**config.mk**
```make
export PLATFORM = sky130hd
export DESIGN_NAME = pwm_fader
export DESIGN_NICKNAME = d
export VERILOG_FILES = /design/src/rtl/pwm_fader.sv
export SDC_FILE = /design/constraint.sdc
export NUM_CORES = 1
export LEC_CHECK = 0
export CORE_MARGIN = 5
export CORE_UTILIZATION = 57
export DETAILED_ROUTE_END_ITERATION = 10
export PLACE_DENSITY = 0.86
export SYNTH_ARGS = -nofsm -noshare
export SYNTH_HDL_FRONTEND = slang
export SYNTH_SLANG_ARGS = --single-unit
export TNS_END_PERCENT = 1
```
**constraint.sdc**
```tcl
create_clock -name clk -period 8.15 [get_ports clk]
set_input_delay 0.815 -clock clk [delete_from_list [all_inputs] [get_ports clk]]
set_output_delay 0.815 -clock clk [all_outputs]
set_load 0.005 [all_outputs]
```
**src/rtl/pwm_fader.sv**
```systemverilog
// pwm_fader: duty-cycle ramp sequencer feeding a sync-latching PWM wrapper.
// It steps value_out from its present value toward a latched target.
// Each step lands only on a PWM period start, and every step is held for
// hold+1 periods.
//
// Ports:
//   clk       system clock, all state on posedge
//   rst       asynchronous active-low reset
//   start     ramp request, honoured only while busy=0
//   target    final duty value (clamped to MAXVAL when latched)
//   step      per-update increment/decrement (0 is treated as 1)
//   hold      extra periods per step
//   abort     stops a ramp in progress and freezes value_out
//   sync      period-start flag from the PWM core
//   value_out duty value to the wrapper's value_in
//   busy      ramp in progress
//   done      one-cycle pulse when value_out reaches the target
//
// state  | meaning
// IDLE   | waiting for start, busy=0
// RAMP   | counting sync rising edges and applying steps, busy=1
// FINISH | single cycle with done=1; start is accepted here too
module pwm_fader #(
  parameter int WIDTH  = 8,
  parameter int MAXVAL = 255,
  parameter int HOLDW  = 8
) (
  input  logic             clk,
  input  logic             rst,
  input  logic             start,
  input  logic [WIDTH-1:0] target,
  input  logic [WIDTH-1:0] step,
  input  logic [HOLDW-1:0] hold,
  input  logic             abort,
  input  logic             sync,
  output logic [WIDTH-1:0] value_out,
  output logic             busy,
  output logic             done
);

  typedef enum logic [1:0] {
    S_IDLE   = 2'd0,
    S_RAMP   = 2'd1,
    S_FINISH = 2'd2
  } state_t;

  localparam logic [WIDTH-1:0] MAX_V = WIDTH'(MAXVAL);

  state_t           r_state;
  logic             r_sync_q;
  logic [WIDTH-1:0] r_tgt;
  logic [WIDTH-1:0] r_step;
  logic [HOLDW-1:0] r_hold;
  logic [HOLDW-1:0] r_cnt;

  logic             w_sync_evt;
  logic [WIDTH-1:0] w_tgt_clamp;
  logic [WIDTH-1:0] w_step_lat;
  logic [WIDTH:0]   w_sum;
  logic [WIDTH:0]   w_diff;
  logic [WIDTH-1:0] w_next;

  assign w_sync_evt  = sync & ~r_sync_q;
  assign w_tgt_clamp = (target > MAX_V) ? MAX_V : target;
  assign w_step_lat  = (step == '0) ? WIDTH'(1) : step;

  // One extra bit catches overflow on the way up and borrow on the way down.
  assign w_sum  = {1'b0, value_out} + {1'b0, r_step};
  assign w_diff = {1'b0, value_out} - {1'b0, r_step};

  always_comb begin
    w_next = r_tgt;
    if (r_tgt > value_out) begin
      if (w_sum < {1'b0, r_tgt}) w_next = w_sum[WIDTH-1:0];
    end else begin
      if (!w_diff[WIDTH] && (w_diff[WIDTH-1:0] > r_tgt)) w_next = w_diff[WIDTH-1:0];
    end
  end

  always_ff @(posedge clk or negedge rst) begin
    if (!rst) begin
      r_state   <= S_IDLE;
      r_sync_q  <= 1'b0;
      r_tgt     <= '0;
      r_step    <= '0;
      r_hold    <= '0;
      r_cnt     <= '0;
      value_out <= '0;
      busy      <= 1'b0;
      done      <= 1'b0;
    end else begin
      // sync_q follows sync in every state.
      // A sync that is already high at start is therefore not an event.
      r_sync_q <= sync;
      done     <= 1'b0;
      case (r_state)
        S_IDLE, S_FINISH: begin
          r_state <= S_IDLE;
          busy    <= 1'b0;
          if (start && !abort) begin
            r_tgt  <= w_tgt_clamp;
            r_step <= w_step_lat;
            r_hold <= hold;
            r_cnt  <= '0;
            if (w_tgt_clamp == value_out) begin
              r_state <= S_FINISH;
              done    <= 1'b1;
            end else begin
              r_state <= S_RAMP;
              busy    <= 1'b1;
            end
          end
        end
        S_RAMP: begin
          if (abort) begin
            r_state <= S_IDLE;
            busy    <= 1'b0;
          end else if (w_sync_evt) begin
            if (r_cnt == r_hold) begin
              value_out <= w_next;
              r_cnt     <= '0;
              if (w_next == r_tgt) begin
                r_state <= S_FINISH;
                busy    <= 1'b0;
                done    <= 1'b1;
              end
            end else begin
              r_cnt <= r_cnt + HOLDW'(1);
            end
          end
        end
        default: begin
          r_state <= S_IDLE;
          busy    <= 1'b0;
        end
      endcase
    end
  end

endmodule

```
Yosys cells after proc, flatten, opt, wreduce, memory -nomap -nowiden
Cells that the tools add are included.
{ "word_totals": {"word_cells": 73, "register_bits": 45, "inputBits": 29} }
{ "op_classes": {"n_lt_le_gt_ge": 4, "addsub": 3, "eq_ne": 11, "reduce_logical": 12, "bitwise": 3, "muxes": 31} }
{ "op_table": {"columns": ["op", "count"], "rows": [
  ["8-bit 2-to-1 mux", 9],
  ["8-bit == test", 3],
  ["8-bit > comparator", 2],
  ["8-bit case mux with 2 select lines", 1],
  ["1-bit 2-to-1 mux", 12],
  ["2-bit 2-to-1 mux", 6],
  ["8-bit by 8-bit adder with 9-bit output", 1],
  ["9-bit by 8-bit less-than comparator with 1-bit output", 1],
  ["3-bit != test (second input constant)", 3],
  ["8-bit by 8-bit subtractor with 9-bit output", 1],
  ["8-bit by 1-bit adder with 8-bit output (second input constant)", 1],
  ["8-bit > comparator (second input constant)", 1],
  ["8-bit logical NOT", 1],
  ["4-bit AND reduction", 2],
  ["2-bit != test (second input constant)", 3],
  ["1-bit case mux with 2 select lines", 2],
  ["2-bit case mux with 2 select lines", 1],
  ["3-bit AND reduction", 1],
  ["2-bit by 1-bit == test with 1-bit output (second input constant)", 1],
  ["2-bit == test (second input constant)", 1],
  ["1-bit logical AND", 2],
  ["1-bit logical NOT", 2],
  ["2-bit logical NOT", 1],
  ["1-bit inverter", 2],
  ["4 further kinds", 4]
]} }

Logic depth before layout (Yosys ltp)
{ "logic_depth": {"ltp_word": 11, "ltp_mapped": 16} }

Worst setup path after synthesis
OpenSTA, ideal clock, no wires.
{ "synth_timing": {"path_type": "register to register", "startpoint": "register value_out[0]", "endpoint": "register r_state[0]", "path_slack_ns": 4.560, "setup_ns": 0.121, "t_required_ns": 8.029, "arrival_ns": 3.469, "stages_incl_launch_ff": 16, "period_less_slack_ns": 3.590, "path_cell_list": "dfrtp_1 inv_1 ha_1 inv_1 fa_1 a21oi_1 o31ai_1 a21oi_1 xnor2_1 ha_1 nand4_1 a21oi_1 o311ai_2 a31oi_1 or4_1 a22o_1"} }
{ "synth_via": {"elab_chain_len": 8} }
{ "synth_lines": {"columns": ["element", "line_no", "source"], "rows": [
  ["start, declared", "36", "output logic [WIDTH-1:0] value_out,"],
  ["start signal, assigned", "120", "value_out <= w_next;"],
  ["8-bit by 8-bit subtractor with 9-bit output", "69", "assign w_diff = {1'b0, value_out} - {1'b0, r_step};"],
  ["8-bit > comparator or 1-bit logical NOT (tied branches)", "76", "if (!w_diff[WIDTH] && (w_diff[WIDTH-1:0] > r_tgt)) w_next = w_diff[WIDTH-1:0];"],
  ["1-bit logical AND", "76", null],
  ["8-bit 2-to-1 mux", "76", null],
  ["8-bit 2-to-1 mux", "73", "if (r_tgt > value_out) begin"],
  ["8-bit == test", "122", "if (w_next == r_tgt) begin"],
  ["3-bit != test (no source line)", null, null],
  ["3-bit AND reduction (no source line)", null, null],
  ["end signal, assigned", "82", "r_state <= S_IDLE;"],
  ["end signal, assigned", "123", "r_state <= S_FINISH;"],
  ["end signal, assigned", "133", "r_state <= S_IDLE;"],
  ["end, declared", "49", "state_t r_state;"]
]} }
Parallel ways exist; a longest one is shown, timed or not.
A chain may end at the register's enable or synchronous reset.

Final worst setup path
{ "layout_timing": {"startpoint": "register value_out[4]", "endpoint": "register value_out[2]"} }
{ "layout_via": {"elab_chain_len": 5} }
{ "layout_lines": {"columns": ["element", "line_no"], "rows": [
  ["8-bit by 8-bit subtractor with 9-bit output", "69"],
  ["8-bit > comparator or 1-bit logical NOT (tied branches)", "76"],
  ["1-bit logical AND", "76"],
  ["8-bit 2-to-1 mux", "76"],
  ["8-bit 2-to-1 mux (*)", "73"]
]} }
Mark *: on every way between the ends. The rest lies on a longest branch, timed or not.

==> impl_metrics.py <==
metrics = {
    "worst_setup_path": {
        "crit_type": "register to register",
        "crit_arrival_ps": 4430,
        "critPathLaunchType": "register",
        "endpoint_kind": "register",
        "slowest_delay_ps": 630,
        "cp_slowest_cell": "ha_1",
        "path_common_cell": "ha_1",
        "rrSetupSlack_ps": 3900,
        "reg2reg_from": "value_out[4]",
        "r2r_end": "value_out[2]",
        "ff2ff_path_depth": 12,
        "critPathRequiredTime_ps": 8340,
        "critical_path.cell_chain": "ha_1, inv_2, a221oi_2, o41ai_2, a221oi_1, xor2_1, ha_1, a211oi_1, o2111ai_4, nand2_1, nor2_1, o41ai_1",
        "crit_fanout": 13,
    },
    "drt": {
        "routed_wl_um": 9567,
        "drc": 0,
        "first_pass_iters": 4,
        "vias": 3081,
        "detail_route.wl_per_cell_um": 18.87,
        "drt_iter0_markers": 275,
        "final_antenna_net_count": 0,
        "drt-vias-per-instance": 6.077,
    },
    "floorplanning": {
        "io-pin-count": 39,
        "dieArea_um2": 8074,
        "die_height_um": 89.86,
        "start_util": 0.5790,
        "fp-row-count": 29,
        "core_um2": 6277,
        "die_w_um": 89.86,
    },
    "timing": {
        "max_slew.worst_pin.slew_ps": 1025,
        "max-slew-margin-rel": 0.3165,
        "holdWs_ps": 536.9,
        "rsz0062_at_grt": "false",
        "setup_ws_ps": 3903,
        "tns_ps": 0,
        "hold_viol_final": 0,
        "post-route-period-util": 0.5211,
        "fin_crit_ps": 4247,
        "setup_violations": 0,
        "slew_viol_final": 0,
        "clock.fmax_mhz": 235.5,
        "fin_skew_ps": 7.889,
    },
    "grt": {
        "antenna_found_initial": 0,
        "grt_pass1_wl_um": 15830,
        "grt_pass1_vias": 3100,
        "grt_max_degree": 45,
        "grt_usage": 0.2374,
        "grt-ovfl-total": 0,
    },
    "power_and_ir_drop": {
        "p_leak_nw": 1.838,
        "p_comb_frac": 0.489,
        "p_int_mw": 0.5343,
        "ir_drop_mv": 0.1486,
        "p_clk_frac": 0.194,
        "finalPower_mw": 0.9111,
        "swShare": 0.4136,
        "p_sw_mw": 0.3768,
        "p_seq_frac": 0.316,
        "power-per-cell-area_nw_per_um2": 218.9,
    },
    "clock_network": {
        "ctsLongestPathBuffers": 2,
        "cts_tree": "built",
        "cts_setup_buffers": 0,
        "clock_latency_ps": 300,
        "cts_sinks": 44,
        "hold_buffers": 0,
        "root_buffer": "clkbuf_8",
        "clkSlewWorstSetupHoldPaths_ps": 100,
        "cts_resized": 0,
        "cts_buffers": 5,
        "htreeDepth": 2,
    },
    "place": {
        "place_congestion": 0.9221,
        "place_ws_ps": 3956,
        "place.port_buffers": 38,
        "dpl_cell_area_um2": 4046,
        "dp_hpwl_um": 7444,
        "post-place-cells": 499,
    },
    "cells_and_area": {
        "final_cells": 507,
        "utilization": 0.6631,
        "drive_above_1_share": 0.07674,
        "area_growth_syn_to_layout_pct": 14.53,
        "final_area_um2": 4163,
        "nets": 500,
        "diodes": 0,
    },
    "hold_path": {
        "hp-start": "r_hold[6]",
        "holdPathEnd": "r_hold[6]",
        "hp-class": "register to register",
        "hold_depth": 1,
    },
    "logic_synthesis": {
        "synthArstFlopShare": 1.000,
        "yosysWarnings": 0,
        "postSynthAreaPerCell_um2": 9.156,
        "synthCells": 397,
        "syn_area_um2": 3635,
        "ys_top_cells_by_area": "dfrtp_1, ha_1, xor2_1",
        "synth_top_cell_area_share": 0.3029,
        "seq_area_frac_synth": 0.3029,
        "yosys_most_used_dff": "dfrtp_1",
        "syn_nets": 468,
        "yosysTopAreaCell": "dfrtp_1",
        "synth_edf_count": 0,
        "ys_seq_elements": 44,
        "synth_cell_type_count": 62,
    },
    "outcome": {
        "outcome": "finished, final reports clean",
    },
    "flow_run": {
        "max_cap_violations": 0,
    },
}
[cell usage after synthesis (4+ instances only)]
| cell | count |
|---|---|
| a21o_1 | 4 |
| nor2b_1 | 7 |
| nor3_1 | 5 |
| mux2_2 | 9 |
| a21oi_1 | 18 |
| dfrtp_1 | 44 |
| clkbuf_1 | 6 |
| xor2_1 | 26 |
| nor4_1 | 5 |
| nand4_1 | 7 |
| inv_1 | 30 |
| ha_1 | 40 |
| nand3_1 | 7 |
| nand2_1 | 37 |
| o31ai_1 | 8 |
| nor2_1 | 24 |
| o22ai_1 | 6 |
| xnor2_1 | 20 |
| o21ai_0 | 22 |
[worst max-delay path: cells and delay by family, from the launching register on]
family	cells	cell delay [ps]
and+or+nand+nor	2	420
buffers and inverters	1	130
xor gates and xnor gates	1	240
DFF	1	480
AOI/OAI and AO/OA	6	1960
adders and majority gates	2	910
[state kept, by name, indices dropped and copies added, names as in the netlist]
register	flops
r_cnt	8
r_hold	8
r_step	8
r_tgt	8
value_out	8
r_state	2
done	1
r_sync_q	1
[worst max path at each step]
stage            startpoint           end  slack (ps)  cells past startpoint
2_1_floorplan  value_out[0]    r_state[0]        4560                     15
3_3_place_gp   value_out[4]  value_out[0]        4140                     12
3_5_place_dp   value_out[4]  value_out[3]        3960                     12
4_1_cts        value_out[4]  value_out[3]        3940                     12
5_1_grt        value_out[0]    r_state[0]        3640                     15
6_report       value_out[4]  value_out[2]        3900                     12
[cells by family after synthesis]
family                   synth area share
AO/OA/AOI/OAI                      0.1900
buffers and inverters             0.05164
multiplexers                      0.03615
flip-flops                         0.3029
adder cells (fa/ha/maj)            0.1487
XOR/XNOR                           0.1232
AND/OR/NAND/NOR                    0.1473
[power groups by stage]
stage	clock network [mW]	logic, mW	registers (mW)
floorplan	0	0.330	0.279
global placement	0	0.428	0.291
detailed placement	0	0.437	0.293
CTS	0.179	0.441	0.288
global route	0.189	0.493	0.293
finish	0.177	0.446	0.288
[placed cells by master (no fill, tap or decap), types with 4 or more instances in the layout]
| cell | count |
|---|---|
| dfrtp_1 | 44 |
| nand3_1 | 7 |
| xnor2_1 | 20 |
| clkbuf_8 | 5 |
| o31ai_1 | 8 |
| clkdlybuf4s50_1 | 37 |
| inv_1 | 30 |
| a21o_1 | 4 |
| a21oi_1 | 18 |
| nor2_1 | 24 |
| mux2_2 | 9 |
| nor2b_1 | 7 |
| nor3_1 | 5 |
| nor4_1 | 5 |
| ha_1 | 40 |
| nand2_1 | 37 |
| xor2_1 | 26 |
| o22ai_1 | 6 |
| nand4_1 | 7 |
| o21ai_0 | 22 |
[metal layers]
metal / vias to the layer above / global-route usage / share of wire
met3: 21 / 0.04090 / 0.062
met5: - / 0 / 0
met2: 123 / 0.3817 / 0.47
met1: 1462 / 0.3273 / 0.44
met4: 0 / 0.07072 / 0.024
li1: 1475 / - / -
[cell type report]
| type | instances | area, um^2 |
|---|---|---|
| well taps | 77 | 96.34 |
| flip-flops and latches | 44 | 1101 |
| inverters | 32 | 120.1 |
| clock buffers | 5 | 68.82 |
| fillers | 512 | 2115 |
| multi-input cells | 307 | 2346 |
| clock inverters | 3 | 47.55 |
| repair buffers | 39 | 382.9 |
No activity file was read; power rests on OpenSTA's default activity.
==> RTL change 1 (config.mk and constraints unchanged) <==
Change the parameter `WIDTH` from 8 to 12.
--- a/src/rtl/pwm_fader.sv
+++ b/src/rtl/pwm_fader.sv
@@ -21,7 +21,7 @@
 // RAMP   | counting sync rising edges and applying steps, busy=1
 // FINISH | single cycle with done=1; start is accepted here too
 module pwm_fader #(
-  parameter int WIDTH  = 8,
+  parameter int WIDTH  = 12,
   parameter int MAXVAL = 255,
   parameter int HOLDW  = 8
 ) (
Interface: changed (resized step, target and value_out); port bits go from 39 to 51. No check against the original RTL was run, so the function may have changed too.
==> RTL change 1 against the unedited design <==
Routed wire length up 55%. Sequential cell count up 12. Final cell count up 50%. Clock power up 11%. Count of clock-buffer cells in the layout up 1. Worst setup slack worse by 430 ps. Highest routed layer unchanged. Cell area up 44%. Synthesized area up 47%. Total power up 22%.
==> RTL change 1: results (changes against the unedited design) <==
[status]
outcome=complete, no violations

[min_path]
hold_class=flip-flop to flip-flop

[worst_setup_path]
crit_slowest_cell=dfrtp_1
max_stage_delay_ps=490  ; -140 ps
critPathMaxFanout=17  ; +4
arrival_ps=4900  ; +470 ps
crit_family=compound AO/OA/AOI/OAI gates

[timing]
slew_headroom_pct=22.7  ; -8.9 points
clock_skew_ps=13.0  ; +5.12 ps
setup_tns_ps=0  ; unchanged

[yosys]
synth_nets=712  ; +52%
ys.flop_type=dfrtp_1
yosys_warnings=0  ; unchanged
postSynth.asyncResetShare_pct=100  ; unchanged
synthMuxAreaShare_pct=1.90  ; -1.7 points
synth.top_cells.by_count=60 x ha_1, 60 x inv_1, 56 x dfrtp_1
synth_area_leaders=dfrtp_1 26%, ha_1 14%, xnor2_1 4.7%, o21ai_0 4.3%, inv_1 4.2%
synth-adder-area-share_pct=14.8  ; -0.084 points
synth_cell_types=71  ; +15%
synthXorXnorAreaFrac_pct=9.38  ; -2.9 points
synthesis.instances=613  ; +54%
yosysSeqAreaShare_pct=26.2  ; -4.1 points
synth-compound-area-share_pct=22.9  ; +3.9 points

[cts]
post_cts_buffers=0  ; unchanged
clock-root-buffer=clkbuf_8
cts_resized=0  ; unchanged
worstSkewPairLatency_ps=340  ; +40 ps
numCtsBuffers=5  ; unchanged
htreeDepth=2  ; unchanged
clockBufferDepth=2  ; unchanged
clkTransAtPathRegs_ps=100  ; about the same

[grt]
grt_pass1_vias=4721  ; +52%
grt_use_total_pct=26.5  ; +2.8 points
grt_max_degree=57  ; +27%
grt_pass1_wl_mm=24.3  ; +53%
grt_util_met3_pct=4.33  ; +0.24 points
grtUsageMet1_pct=34.1  ; +1.4 points
use_met2_pct=44.8  ; +6.6 points
antenna_found_initial=0  ; unchanged

[power]
ir_drop_mv=0.126  ; -15%
power_frac_clock_pct=17.8  ; -1.6 points
leakagePower_nw=2.67  ; +45%
swShare_pct=41.9  ; +0.57 points

[route]
wl_per_cell_um=19.4  ; +3.0%
drt_iter0_drc=314  ; +14%
num_vias=4815  ; +56%
dr.pass1.iters=5  ; +1

[cells_and_area]
layout.cells.non_filler=761  ; +50%
top_regs=r_step (12), r_tgt (12), value_out (12)
diodes=0  ; unchanged
drive_above_1_share_pct=6.62  ; -1.1 points

[placement]
dp.final_hpwl_mm=11.4  ; +54%
port_buffers=50  ; +32%
gp_congestion=1.00  ; +8.5%
place_inst=753  ; +51%

## RTL change 1: changes by cell type in the layout (fill, tap and decap cells not counted), sizes merged, moves of 8 or more
cell / change
o21ai: +30
inv: +29
ha: +20
nor3: +14
a21oi: +12
clkdlybuf4s50: +12
dfrtp: +12
nor2: +11
a21o: +10
nand2b: +9
xnor2: +9
xor2: -8
## RTL change 1: cell type report
type | instances | area (µm²)
Timing Repair Buffer | 54 | 526
Multi-Input combinational cell | 472 | 3590
Inverter | 60 | 225
Clock inverter | 2 | 38.8
Fill cell | 766 | 3200
Sequential cell | 56 | 1400
Tap cell | 111 | 139
Clock buffer | 6 | 72.6
## RTL change 1: final timing paths
path	start	end	slack, ps	depth (start not counted)
max in group asynchronous	rst	r_cnt[6]	7020	2
hold reg to reg	r_hold[4]	r_hold[4]	540	1
setup / recovery	value_out[0]	value_out[7]	3480	18
min in group asynchronous	rst	r_step[9]	620	2
setup reg to reg	value_out[0]	value_out[7]	3480	18
hold / removal	r_hold[4]	r_hold[4]	540	1
## RTL change 1: kinds of logic (layout without fill, tap and decap cells)
family          count (synthesis)  after routing
xor+xnor                       51             51
fa+ha+maj                      62             62
flops                          56             56
simple gates                  178            178
compound gates                172            172
buf+inv                        85            122
mux                             9              9
## RTL change 1: per-stage QoR
step           instance area, µm²  hold WS, ps  setup slack, ps  power (mW)
6_report                     5990          537             3480        1.11
5_1_grt                      5990          573             3210        1.18
4_1_cts                      5990          545             3560        1.10
3_5_place_dp                 5880          520             3590       0.902
3_3_place_gp                 5880          511             3650       0.882
2_1_floorplan                5350          497             4390       0.762
## RTL change 1: power by group through the flow
stage	Clock (mW)	Combinational [mW]	Sequential, mW
floorplan	0	0.410	0.352
CTS	0.201	0.540	0.362
global route	0.211	0.603	0.368
global placement	0	0.518	0.364
detailed placement	0	0.535	0.366
finish	0.197	0.547	0.363
## RTL change 1: routing by layer
layer  wire (µm)  vias up
met3         881       39
met4         555        0
met1        6330     2307
li1            -     2275
met5           0        -
met2        7030      194
==> RTL change 2 (same settings) <==
Made on the original files. Put one more register stage on the output `value_out`, with the module's reset. The value now appears one clock later. The other outputs are not delayed to match. Comments in the files are not updated.
--- a/src/rtl/pwm_fader.sv
+++ b/src/rtl/pwm_fader.sv
@@ -46,6 +46,8 @@
 
   localparam logic [WIDTH-1:0] MAX_V = WIDTH'(MAXVAL);
 
+  logic [WIDTH-1:0] value_s0;
+
   state_t           r_state;
   logic             r_sync_q;
   logic [WIDTH-1:0] r_tgt;
@@ -65,12 +67,12 @@
   assign w_step_lat  = (step == '0) ? WIDTH'(1) : step;
 
   // One extra bit catches overflow on the way up and borrow on the way down.
-  assign w_sum  = {1'b0, value_out} + {1'b0, r_step};
-  assign w_diff = {1'b0, value_out} - {1'b0, r_step};
+  assign w_sum  = {1'b0, value_s0} + {1'b0, r_step};
+  assign w_diff = {1'b0, value_s0} - {1'b0, r_step};
 
   always_comb begin
     w_next = r_tgt;
-    if (r_tgt > value_out) begin
+    if (r_tgt > value_s0) begin
       if (w_sum < {1'b0, r_tgt}) w_next = w_sum[WIDTH-1:0];
     end else begin
       if (!w_diff[WIDTH] && (w_diff[WIDTH-1:0] > r_tgt)) w_next = w_diff[WIDTH-1:0];
@@ -85,7 +87,7 @@
       r_step    <= '0;
       r_hold    <= '0;
       r_cnt     <= '0;
-      value_out <= '0;
+      value_s0 <= '0;
       busy      <= 1'b0;
       done      <= 1'b0;
     end else begin
@@ -102,7 +104,7 @@
             r_step <= w_step_lat;
             r_hold <= hold;
             r_cnt  <= '0;
-            if (w_tgt_clamp == value_out) begin
+            if (w_tgt_clamp == value_s0) begin
               r_state <= S_FINISH;
               done    <= 1'b1;
             end else begin
@@ -117,7 +119,7 @@
             busy    <= 1'b0;
           end else if (w_sync_evt) begin
             if (r_cnt == r_hold) begin
-              value_out <= w_next;
+              value_s0 <= w_next;
               r_cnt     <= '0;
               if (w_next == r_tgt) begin
                 r_state <= S_FINISH;
@@ -137,5 +139,13 @@
     end
   end
 
+  always_ff @(posedge clk or negedge rst) begin
+    if (!rst) begin
+      value_out <= '0;
+    end else begin
+      value_out <= value_s0;
+    end
+  end
+
 endmodule
 
Formal check against the unedited RTL: not equivalent (Yosys sat finds a counterexample within 4 cycles, from zero or initial values and one cycle with rst low).
==> RTL change 2 against the unedited design <==
Routed wire length fell by 9.9%. Worst setup slack got worse by 230 ps. Cell area rose by 2.0%. Sequential power rose by 15%. Synthesized area rose by 2.6%. Total power fell by 3.6%. Sequential cell count rose by 8. Clock skew fell by 4.1 ps. Largest power group unchanged.
==> RTL change 2: results (changes against the unedited design) <==
[power]
powerDensity_mw_per_mm2=207  ; -5.5%
ir_drop_mv=0.107  ; -28%
leakagePower_nw=1.89  ; +2.6%
power_frac_clock_pct=17.7  ; -1.7 points
seqPwrFrac_pct=37.6  ; +6.0 points
swShare_pct=40.4  ; -0.92 points

[yosys]
synth_cell_types=46  ; -26%
synth.top_cells.by_count=52 x dfrtp_1, 40 x ha_1, 36 x inv_1
synth_area_leaders=dfrtp_1 35%, ha_1 13%, xor2_1 5.6%, o21ai_0 4.7%, xnor2_1 3.8%
yosysSeqAreaShare_pct=34.9  ; +4.6 points
ys_seq_elements=52  ; +18%

[timing]
tightest_slew_ps=663  ; -362 ps

[status]
outcome=complete, no violations

[worst_setup_path]
rrSetupSlack_ps=3680  ; -230 ps
critPathLaunch=value_s0[0]
r2r_cells=19  ; +7
crit_slowest_cell=dfrtp_1
critPathMaxFanout=9  ; -4
worstReg2RegStart=value_s0[0]

[cells_and_area]
clk_share_pct=2.12  ; -0.67 points
multi_input_area_mm2=0.00223  ; -5.1%
non_clock_inverter_count=36  ; +13%
bufAreaShareNonClock_pct=9.37  ; +0.17 points
signal_buffers=41  ; +5.1%
drive_above_1_share_pct=7.19  ; -0.48 points
fin_nets=515  ; +3.0%
fillers=481  ; -6.1%
seq_area_share_pct=30.6  ; +4.2 points

[route]
dr.pass1.iters=5  ; +1
drt_iter0_drc=189  ; -31%
totalWireLength_mm=8.62  ; -9.9%
num_vias=3158  ; +2.5%

[placement]
dp.final_hpwl_mm=6.75  ; -9.3%
dpl-instance-area_mm2=0.00416  ; +2.7%
gp_congestion=1.07  ; +16%

[cts]
worstSkewPairLatency_ps=320  ; +20 ps

[min_path]
hold_end=r_cnt[7]
worstHoldStart=r_cnt[7]

[grt]
grt_pass1_vias=3053  ; -1.5%
grt_use_total_pct=21.4  ; -2.3 points
grt_pass1_wl_mm=14.7  ; -7.4%

## RTL change 2: cell count changes after synthesis, moves of 5 or more
cell and delta:
nand3_1 +6, dfrtp_1 +8, o21ai_0 +13, inv_1 +6, nand2_1 -5
## RTL change 2: cells by family (layout without fill, tap and decap cells)
kind of cell               Yosys count  in the layout  share of synthesized area [%]
buffers and inverters               50             85                           5.57
xor gates and xnor gates            40             40                           9.39
muxes                                8              8                           2.42
DFF                                 52             52                           34.9
and+or+nand+nor                    118            118                           16.0
AOI/OAI and AO/OA                  100            100                           17.2
adders and majority gates           42             42                           14.5
## RTL change 2: metrics by stage
stage	setup WS (ps)	instances	hold slack [ps]	utilization, %
detailed placement	3880	514	493	65.5
finish	3680	522	525	66.9
CTS	3820	522	525	66.9
global route	3420	522	540	66.9
global placement	4060	514	478	65.5
floorplan	4390	410	459	-
## RTL change 2: layer usage
layer | global-route usage [%] | wire (µm)
met2 | 35.0 | 4080
met3 | 3.50 | 575
met4 | 7.82 | 276
met5 | 0 | 0
met1 | 28.5 | 3680
